[src/rtl/msk_mod_pkg.sv]
// Shared types and constants for the parametrised MSK/O-QPSK modulator.
// Holds the FSM encoding, mode codes and the half-sine table builder.
package msk_mod_pkg;

    typedef enum logic [1:0] {
        IDLE,
        RUN,
        DRAIN
    } state_e;

    localparam int MODE_OQPSK = 0;
    localparam int MODE_MSK   = 1;

    localparam int LUT_MAX_N = 64;
    localparam int LUT_AW    = 6;
    localparam int LUT_MAX_W = 16;

    typedef logic [LUT_MAX_N-1:0][LUT_MAX_W-1:0] lut_t;

    localparam real PI = 3.14159265358979;

    // Taylor series folded into [0, pi/2]; plenty accurate for <=16-bit tables.
    function automatic real sin_approx(input real x);
        real xr;
        real term;
        real sum;
        real x2;
        xr = (x > PI / 2.0) ? (PI - x) : x;
        x2 = xr * xr;
        term = xr;
        sum = xr;
        for (int n = 1; n < 8; n++) begin
            term = -term * x2 / real'((2 * n) * (2 * n + 1));
            sum = sum + term;
        end
        return sum;
    endfunction

    // Entry k = round(amp * sin(pi*(k+0.5)/sph)), amp = 2^(w-1)-1.
    function automatic lut_t half_sine_lut(input int sph, input int w);
        lut_t lut;
        real amp;
        real v;
        lut = '0;
        amp = real'((1 << (w - 1)) - 1);
        for (int k = 0; k < sph; k++) begin
            v = amp * sin_approx(PI * (real'(k) + 0.5) / real'(sph));
            lut[LUT_AW'(k)] = LUT_MAX_W'($rtoi(v + 0.5));
        end
        return lut;
    endfunction

endpackage

[src/rtl/msk_mod_param_tick.sv]
// Free-running sample-rate divider for the MSK modulator.
// Produces a one-clk tick every CLK_DIV clocks, starting from count 0.
module msk_tick_gen
    import msk_mod_pkg::*;
#(
    parameter int CLK_DIV = 5
) (
    input  logic clk,
    input  logic reset,
    output logic tick_o
);

    localparam int CW = $clog2(CLK_DIV);

    logic [CW-1:0] cnt_q;
    logic [CW-1:0] cnt_d;

    assign tick_o = (cnt_q == CW'(CLK_DIV - 1));

    // Wrap at CLK_DIV-1, otherwise count up.
    always_comb begin
        cnt_d = tick_o ? '0 : cnt_q + 1'b1;
    end

    // Divider register, synchronous active-low clear.
    always_ff @(posedge clk) begin
        if (!reset) cnt_q <= '0;
        else        cnt_q <= cnt_d;
    end

endmodule

[src/rtl/msk_mod_param.sv]
// Parametrised MSK / O-QPSK half-sine modulator.
// Chips alternate I/Q, each shaping one SPH-sample arc offset by half an arc.
module msk_mod_param #(
    parameter int CLK_DIV = 5,
    parameter int SPH     = 10,
    parameter int W       = 4,
    parameter int MODE    = 0
) (
    input  logic                clk,
    input  logic                reset,
    input  logic                i_valid,
    input  logic                i_data,
    output logic                o_ready,
    output logic signed [W-1:0] o_sin_i,
    output logic signed [W-1:0] o_sin_q,
    output logic                o_sample_valid,
    output logic                o_underrun,
    output logic                o_busy
);

    import msk_mod_pkg::*;

    localparam int   HALF   = SPH / 2;
    localparam int   KW     = $clog2(SPH);
    localparam int   SW     = $clog2(HALF);
    localparam lut_t LUT    = half_sine_lut(SPH, W);

    logic tick;

    msk_tick_gen #(.CLK_DIV(CLK_DIV)) u_tick (
        .clk   (clk),
        .reset (reset),
        .tick_o(tick)
    );

    state_e               state_q, state_d;
    logic [SW-1:0]        s_q, s_d;
    logic                 p_q, p_d;
    logic                 hold_q, hold_d;
    logic                 full_q, full_d;
    logic [1:0]           act_q, act_d;
    logic [1:0][KW-1:0]   k_q, k_d;
    logic [1:0]           pos_q, pos_d;
    logic                 last_q, last_d;
    logic signed [W-1:0]  si_q, si_d;
    logic signed [W-1:0]  sq_q, sq_d;
    logic                 sv_q, un_q;
    logic                 accept, consume, underrun, new_pos;

    function automatic logic signed [W-1:0] arc_sample(
        input logic          act,
        input logic          pos,
        input logic [KW-1:0] k
    );
        logic signed [W-1:0] mag;
        mag = $signed(LUT[LUT_AW'(k)][W-1:0]);
        if (!act) return '0;
        return pos ? mag : -mag;
    endfunction

    assign o_ready        = !full_q;
    assign accept         = i_valid && !full_q;
    assign o_sin_i        = si_q;
    assign o_sin_q        = sq_q;
    assign o_sample_valid = sv_q;
    assign o_underrun     = un_q;
    assign o_busy         = (state_q != IDLE);

    assign new_pos = (MODE == MODE_MSK)
                   ? (pos_q[p_q] ^ (hold_q == last_q))
                   : hold_q;

    // Slot sequencing, arc indices, sign history and FSM next state.
    always_comb begin
        state_d  = state_q;
        s_d      = s_q;
        p_d      = p_q;
        act_d    = act_q;
        k_d      = k_q;
        pos_d    = pos_q;
        last_d   = last_q;
        consume  = 1'b0;
        underrun = 1'b0;
        if (tick) begin
            if (act_q[0]) begin
                if (k_q[0] == KW'(SPH - 1)) act_d[0] = 1'b0;
                else                        k_d[0] = k_q[0] + 1'b1;
            end
            if (act_q[1]) begin
                if (k_q[1] == KW'(SPH - 1)) act_d[1] = 1'b0;
                else                        k_d[1] = k_q[1] + 1'b1;
            end
            if (s_q == SW'(HALF - 1)) begin
                s_d = '0;
                p_d = ~p_q;
            end else begin
                s_d = s_q + 1'b1;
            end
            if (s_q == '0) begin
                if (full_q) begin
                    consume     = 1'b1;
                    act_d[p_q]  = 1'b1;
                    k_d[p_q]    = '0;
                    pos_d[p_q]  = new_pos;
                    last_d      = hold_q;
                    state_d     = RUN;
                end else if (state_q != IDLE) begin
                    underrun   = 1'b1;
                    act_d[p_q] = 1'b0;
                    if (state_q == RUN)     state_d = DRAIN;
                    else if (!act_q[~p_q])  state_d = IDLE;
                end
            end
            if (state_d == IDLE) begin
                s_d = '0;
                p_d = 1'b0;
            end
        end
    end

    // Holding register and sample values presented after each tick.
    always_comb begin
        full_d = accept | (full_q & ~consume);
        hold_d = accept ? i_data : hold_q;
        si_d   = tick ? arc_sample(act_d[0], pos_d[0], k_d[0]) : si_q;
        sq_d   = tick ? arc_sample(act_d[1], pos_d[1], k_d[1]) : sq_q;
    end

    // All state, synchronous active-low clear.
    always_ff @(posedge clk) begin
        if (!reset) begin
            state_q <= IDLE;
            s_q     <= '0;
            p_q     <= 1'b0;
            hold_q  <= 1'b0;
            full_q  <= 1'b0;
            act_q   <= '0;
            k_q     <= '0;
            pos_q   <= '0;
            last_q  <= 1'b0;
            si_q    <= '0;
            sq_q    <= '0;
            sv_q    <= 1'b0;
            un_q    <= 1'b0;
        end else begin
            state_q <= state_d;
            s_q     <= s_d;
            p_q     <= p_d;
            hold_q  <= hold_d;
            full_q  <= full_d;
            act_q   <= act_d;
            k_q     <= k_d;
            pos_q   <= pos_d;
            last_q  <= last_d;
            si_q    <= si_d;
            sq_q    <= sq_d;
            sv_q    <= tick;
            un_q    <= underrun;
        end
    end

endmodule
[config.mk]
export PLATFORM = sky130hd
export DESIGN_NAME = msk_mod_param
export DESIGN_NICKNAME = d
export VERILOG_FILES = /design/src/rtl/msk_mod_pkg.sv /design/src/rtl/msk_mod_param_tick.sv /design/src/rtl/msk_mod_param.sv
export SDC_FILE = /design/constraint.sdc
export NUM_CORES = 1
export LEC_CHECK = 0
export BUFFER_PORTS_ARGS = -buffer_cell sky130_fd_sc_hd__buf_2
export CORE_MARGIN = 3
export CORE_UTILIZATION = 36
export CTS_BUF_LIST = sky130_fd_sc_hd__clkbuf_8
export DETAILED_ROUTE_END_ITERATION = 8
export GPL_TIMING_DRIVEN = 0
export PLACE_DENSITY_LB_ADDON = 0.05
export SYNTH_ARGS = -nofsm -noshare
export SYNTH_HDL_FRONTEND = slang
export SYNTH_SLANG_ARGS = --single-unit
[constraint.sdc]
create_clock -name clk -period 3.57 [get_ports clk]
set_input_delay 0.357 -clock clk [delete_from_list [all_inputs] [get_ports clk]]
set_output_delay 0.357 -clock clk [all_outputs]
set_load 0.02 [all_outputs]
Word level (Yosys, flattened, before mapping)
Memories as Yosys holds them, arrays and structs flattened.
Cells that the tools add are included.
- add/subtract/negate cells: 6
- reduce and logical (&&, ||, !) cells: 10
- equal/unequal tests: 5
- $lt $le $gt $ge: 5
- multiplexer cells: 49
- bitwise logic cells: 12
- operators with widths (kind ; number):
    $mux W4 ; 13
    $mux W2 ; 13
    $mux W8 ; 3
    $mux W1 ; 15
    $lt A4 B7 Y1 const B ; 2
    $add A4 B1 Y4 const B ; 2
    $and A8 B8 Y8 ; 1
    $eq A4 B4 Y1 const B ; 2
    $neg A4 Y4 ; 2
    $not A8 Y8 ; 1
    $add A3 B1 Y3 const B ; 2
    $eq A3 B3 Y1 const B ; 2
    $mux W3 ; 2
    $not A1 Y1 ; 5
    $demux W4 S1 ; 1
    $lt A1 B2 Y1 const B ; 2
    $reduce_bool A2 Y1 ; 2
    $reduce_or A4 Y1 ; 1
    $logic_not A3 Y1 ; 1
    $and A2 B2 Y2 ; 1
    $bwmux W2 ; 1
    $eq A2 B1 Y1 const B ; 1
    $logic_and A1 B1 Y1 ; 2
    $logic_not A2 Y1 ; 1
    9 further kinds ; 9
- bits of input ports: 4
- ROM bits: 512
- bits in registers: 33
- logic and storage cells: 103
- memories kept: 2
- output and inout port bits: 12
- memory list (memory ; words ; bits a word ; rd ports ; clocked after Yosys merged registers in ; write ports ; line ; RTL):
    (no name shown) ; 16 ; 16 ; 1 ; 0 ; 0 ; msk_mod_param.sv:56 ; mag = $signed(LUT[LUT_AW'(k)][W-1:0]);
    (no name shown) ; 16 ; 16 ; 1 ; 0 ; 0 ; msk_mod_param.sv:56 ;

Longest topological paths before layout
- word-level depth: 14
- depth in mapped cells: 8
- gate-level depth less buffers: 8

Hierarchy
From an unflattened synthesis, not the netlist that was laid out.
- cell total of the unflattened synthesis: 217
- area, all modules: 1826.8 sq um
- by module, submodules not included (module ; instances ; sequential area each (sq um) ; area an instance (sq um) ; cells an instance):
    msk_mod_param ; 1 ; 600.6 ; 1687.9 ; 203
    msk_tick_gen ; 1 ; 60.1 ; 138.9 ; 14

Least setup slack after synthesis
Ideal clock, no wire load.
- kind: register to register
- start: register u_tick.cnt_q[0]
- end: register si_q[1] (netlist: o_sin_i[1])
- period minus slack after synthesis: 2.150 ns
- stages on the path, launching flop included: 9
- data arrival time: 2.028 ns
- required time: 3.448 ns
- path slack: 1.420 ns
- library setup time: 0.122 ns
- path buffers: 0
- cells stage by stage: dfxtp_1 inv_1 ha_1 nand4_2 nor3_4 mux2i_2 xor2_1 mux2i_1 a221o_1
- cells in the longest elaborated chain, start to end: 7
- elaborated cells on any way between the ends: 9
- classes of those cells: add/sub (1); eq/ne (1); mux (6); memory (1)
- RTL lines (what ; line ; RTL):
    start, declared ; msk_mod_param_tick.sv:15 ; logic [CW-1:0] cnt_q;
    start signal, assigned ; msk_mod_param_tick.sv:28 ; else cnt_q <= cnt_d;
    $eq A3 B3 Y1 (*) ; msk_mod_param_tick.sv:18 ; assign tick_o = (cnt_q == CW'(CLK_DIV - 1));
    $mux W8 ; msk_mod_param.sv:84 ; if (tick) begin
    $mem_v2 Z16 W16 ; n/a ;
    $mux W4 (implied by the code) ; msk_mod_param.sv:56 ;
    $neg A4 Y4 ; msk_mod_param.sv:58 ; return pos ? mag : -mag;
    $mux W4 (2 in a row) ; msk_mod_param.sv:58 ;
    end signal, assigned ; msk_mod_param.sv:155 ; si_q <= si_d;
    end, declared ; msk_mod_param.sv:45 ; logic signed [W-1:0] si_q, si_d;
Every way passes the cells marked *; elsewhere a longest branch is shown, timed or not. The select of a mux whose other input is x is not followed.
A chain may end at the register's enable or synchronous reset.

Worst setup path in the final report
Ends and elaborated chain as after synthesis.

==> impl_metrics.ini <==
[placed_design]
dp_hpwl_mm = 3.169
post-place-cells = 290
dp_slack_ns = 1.117
portBuffers = 15
gp_congestion = 0.8402

[min_path]
hold_end = hold_q$_SDFFE_PN0P_
min_path_cells = 3
hp-start = i_data
hold_class = in2reg

[worst_setup_path]
crit_fanout = 8
crit_type = reg2reg
r2r.worst_path.cells = 8
critPathSlowestCell = mux2i_2
crit_family = multiplexers
reg2reg_slack_ns = 1.10
cp_num_cells = 8
start_kind = register
cp-end-kind = register
cp.required_ns = 3.74
crit_buf_inv = 1
r2r_end = o_sin_i[1]$_SDFFE_PN0P_
r2r-start = u_tick.cnt_q[0]$_SDFF_PP0_
arrival_ns = 2.64
crit_chain = inv_1, ha_1, nand4_2, nor3_4, mux2i_2, xor2_1, mux2i_1, a221o_1
max_stage_delay_ns = 0.48

[clock_network]
clk_latency_ns = 0.28
cts_root_buffer = clkbuf_8
post_cts_resized = 0
cts_tree = yes
clock_path_buffers = 2
clock_sinks = 33
numCtsBuffers = 5
hold_buffers = 0
cts_setup_buffers = 0
clk_pin_slew_worst_paths_ns = 0.07
h-tree-depth = 2

[power_and_ir_drop]
powerDensity_mw_per_mm2 = 340.3
cellLeakagePower_nw = 0.8294
p_total_mw = 0.7094
ir_drop_uv = 141.1

[timing]
slew_headroom_pct = 60.10
period_minus_slack_ns = 2.472
skew_ns = 0.007766
grt_setup_unrepaired = no
slew_viol_final = 0
max_slew.worst_pin.slew_ns = 0.5953
max_freq_mhz = 404.5
finalHoldViolCount = 0
finalSetupViolations = 0
tns_ns = 0
fin_ws_ns = 1.098
period_share_pct = 69.24

[global_routing]
overflow = 0
grt_pass1_wl_mm = 7.465
antenna_found_initial = 0
track_usage_pct = 15.39
grt_pass1_vias = 1531
grt_max_degree = 12

[logic_synthesis]
ys_seq_area_share_pct = 35.92
synth.cell_area_mm2 = 0.001839
async_flop_share_pct = 0
synth_ff_type = dfxtp_1
yosysWarnings = 0
synth_fp_nets = 220
synthDistinctLibCells = 57
synth_cells = 208
synth.avg_cell_area_um2 = 8.843
synth-edff-count = 0
ys_ff_latch = 33

[routing]
drtAntennaViolNets = 0
vias = 1577
drc = 0
drtIter0Drc = 103
wirelength_mm = 4.249
dr.pass1.iters = 4
post_drt_via_cell_ratio = 5.292
wl_per_cell_um = 14.26

[cells_and_area]
regArea_um2 = 660.6
finalNonFillerCells = 298
diodes = 0
drive_gt1_share_pct = 16.02
multi_input_area_mm2 = 0.001109
nets = 242
fill_cells = 485
syn_to_final_growth_pct = 13.33

[die]
fp.dieH_um = 77.48
io-pin-count = 16
rows = 25
die_area_mm2 = 0.006002
core_area_mm2 = 0.004817
start_util_pct = 38.18
fp.dieW_um = 77.48

[run_status]
outcome = complete, no violations

[job]
max_cap_viol_count = 0
==> through the flow <==
stage | hold slack (ns) | util, % | area, µm²
after global placement | 0.4328 | 41.48 | 1998
after floorplan | 0.4173 | - | 1839
after global routing | 0.3840 | 43.27 | 2085
after detailed placement | 0.4432 | 41.48 | 1998
final | 0.3432 | 43.27 | 2085
after CTS | 0.3358 | 43.27 | 2085
==> routing by layer <==
metal  part of all wire, %  vias to the layer above  GRT usage (%)
li1                      -                      788              -
met1                    49                      755          20.26
met2                    45                       29          23.58
met3                   4.8                        5          4.756
met4                   1.2                        0          5.694
met5                     0                        -              0
==> worst reg2reg max path: cells and delay by family (launching register included) <==
family / cells / cell delay (ns)
xor+xnor: 1 / 0.22
fa+ha+maj: 1 / 0.32
flops: 1 / 0.33
mux: 2 / 0.58
compound gates: 1 / 0.32
simple gates: 2 / 0.53
buf+inv: 1 / 0.06
==> Yosys cell counts, drive strengths merged, types with 2 or more instances <==
| master | instances | area (µm²) |
|---|---|---|
| a21boi | 4 | 30.03 |
| and2 | 11 | 68.82 |
| a211oi | 5 | 42.54 |
| or3 | 2 | 12.51 |
| nand2 | 20 | 75.07 |
| and3 | 4 | 25.02 |
| dfxtp | 33 | 660.6 |
| nand3 | 6 | 30.03 |
| nor2 | 10 | 37.54 |
| mux2i | 5 | 53.80 |
| nor3 | 6 | 46.30 |
| nand2b | 5 | 31.28 |
| nor2b | 5 | 31.28 |
| a311oi | 2 | 23.77 |
| a31oi | 3 | 18.77 |
| nand4 | 3 | 25.02 |
| and2b | 2 | 15.01 |
| clkbuf | 3 | 11.26 |
| o21ai | 15 | 75.07 |
| nor3b | 3 | 22.52 |
| inv | 11 | 41.29 |
| mux2 | 2 | 22.52 |
| buf | 3 | 17.52 |
| a21oi | 10 | 53.80 |
| ha | 8 | 100.1 |
| xor2 | 2 | 17.52 |
| a22o | 2 | 17.52 |
| a32o | 2 | 20.02 |
| xnor2 | 3 | 26.28 |
==> worst max path at each step <==
| stage | start | to | slack, ns |
|---|---|---|---|
| after floorplan | u_tick.cnt_q[0]$_SDFF_PP0_ | o_sin_i[1]$_SDFFE_PN0P_ | 1.42 |
| after global placement | u_tick.cnt_q[0]$_SDFF_PP0_ | o_sin_i[1]$_SDFFE_PN0P_ | 1.17 |
| after detailed placement | u_tick.cnt_q[0]$_SDFF_PP0_ | o_sin_i[1]$_SDFFE_PN0P_ | 1.12 |
| after CTS | u_tick.cnt_q[0]$_SDFF_PP0_ | o_sin_i[1]$_SDFFE_PN0P_ | 1.10 |
| after global routing | u_tick.cnt_q[0]$_SDFF_PP0_ | o_sin_i[1]$_SDFFE_PN0P_ | 0.90 |
| final | u_tick.cnt_q[0]$_SDFF_PP0_ | o_sin_i[1]$_SDFFE_PN0P_ | 1.10 |
==> sequential cells by signal, summed over array words and instances (netlist names) <==
register / flops
act_q: 2
o_underrun: 1
p_q: 1
k_q: 8
pos_q: 2
state_q: 2
hold_q: 1
o_sample_valid: 1
o_sin_q: 4
u_tick.cnt_q: 3
full_q: 1
o_sin_i: 4
s_q: 3
==> where the power goes <==
group          switching [mW]  internal, mW
Combinational          0.0368        0.0188
Clock                   0.140         0.134
Sequential            0.00429         0.375
==> cell families after synthesis <==
| logic type | count (synthesis) | share of synthesized area (%) |
|---|---|---|
| XOR/XNOR | 6 | 3.674 |
| adder cells (fa/ha/maj) | 8 | 5.442 |
| multiplexers | 7 | 4.149 |
| buffers and inverters | 17 | 3.810 |
| AO/OA/AOI/OAI | 52 | 20.48 |
| AND/OR/NAND/NOR | 85 | 26.53 |
| flip-flops | 33 | 35.92 |
==> cell type report <==
cell class / count / area share (%)
flip-flops and latches: 33 / 31.69
multi-input cells: 158 / 53.18
plain buffers: 6 / 1.381
repair buffers: 15 / 3.601
clock inverters: 3 / 0.8403
inverters: 11 / 1.981
well taps: 67 / 4.022
clock buffers: 5 / 3.301
==> placed cells by master, fill, tap and decap left out, types with 4 or more instances in the layout <==
master	n
nor2b_1	5
buf_2	17
nand3_1	6
mux2i_1	4
a21boi_0	4
a211oi_1	4
clkbuf_8	5
dfxtp_1	33
nand2_1	20
nand2b_1	5
inv_1	10
and2_1	11
nor3_1	4
a21oi_1	9
and3_1	4
nor2_1	10
o21ai_0	13
ha_1	8
Power figures use the tool's default switching activity.
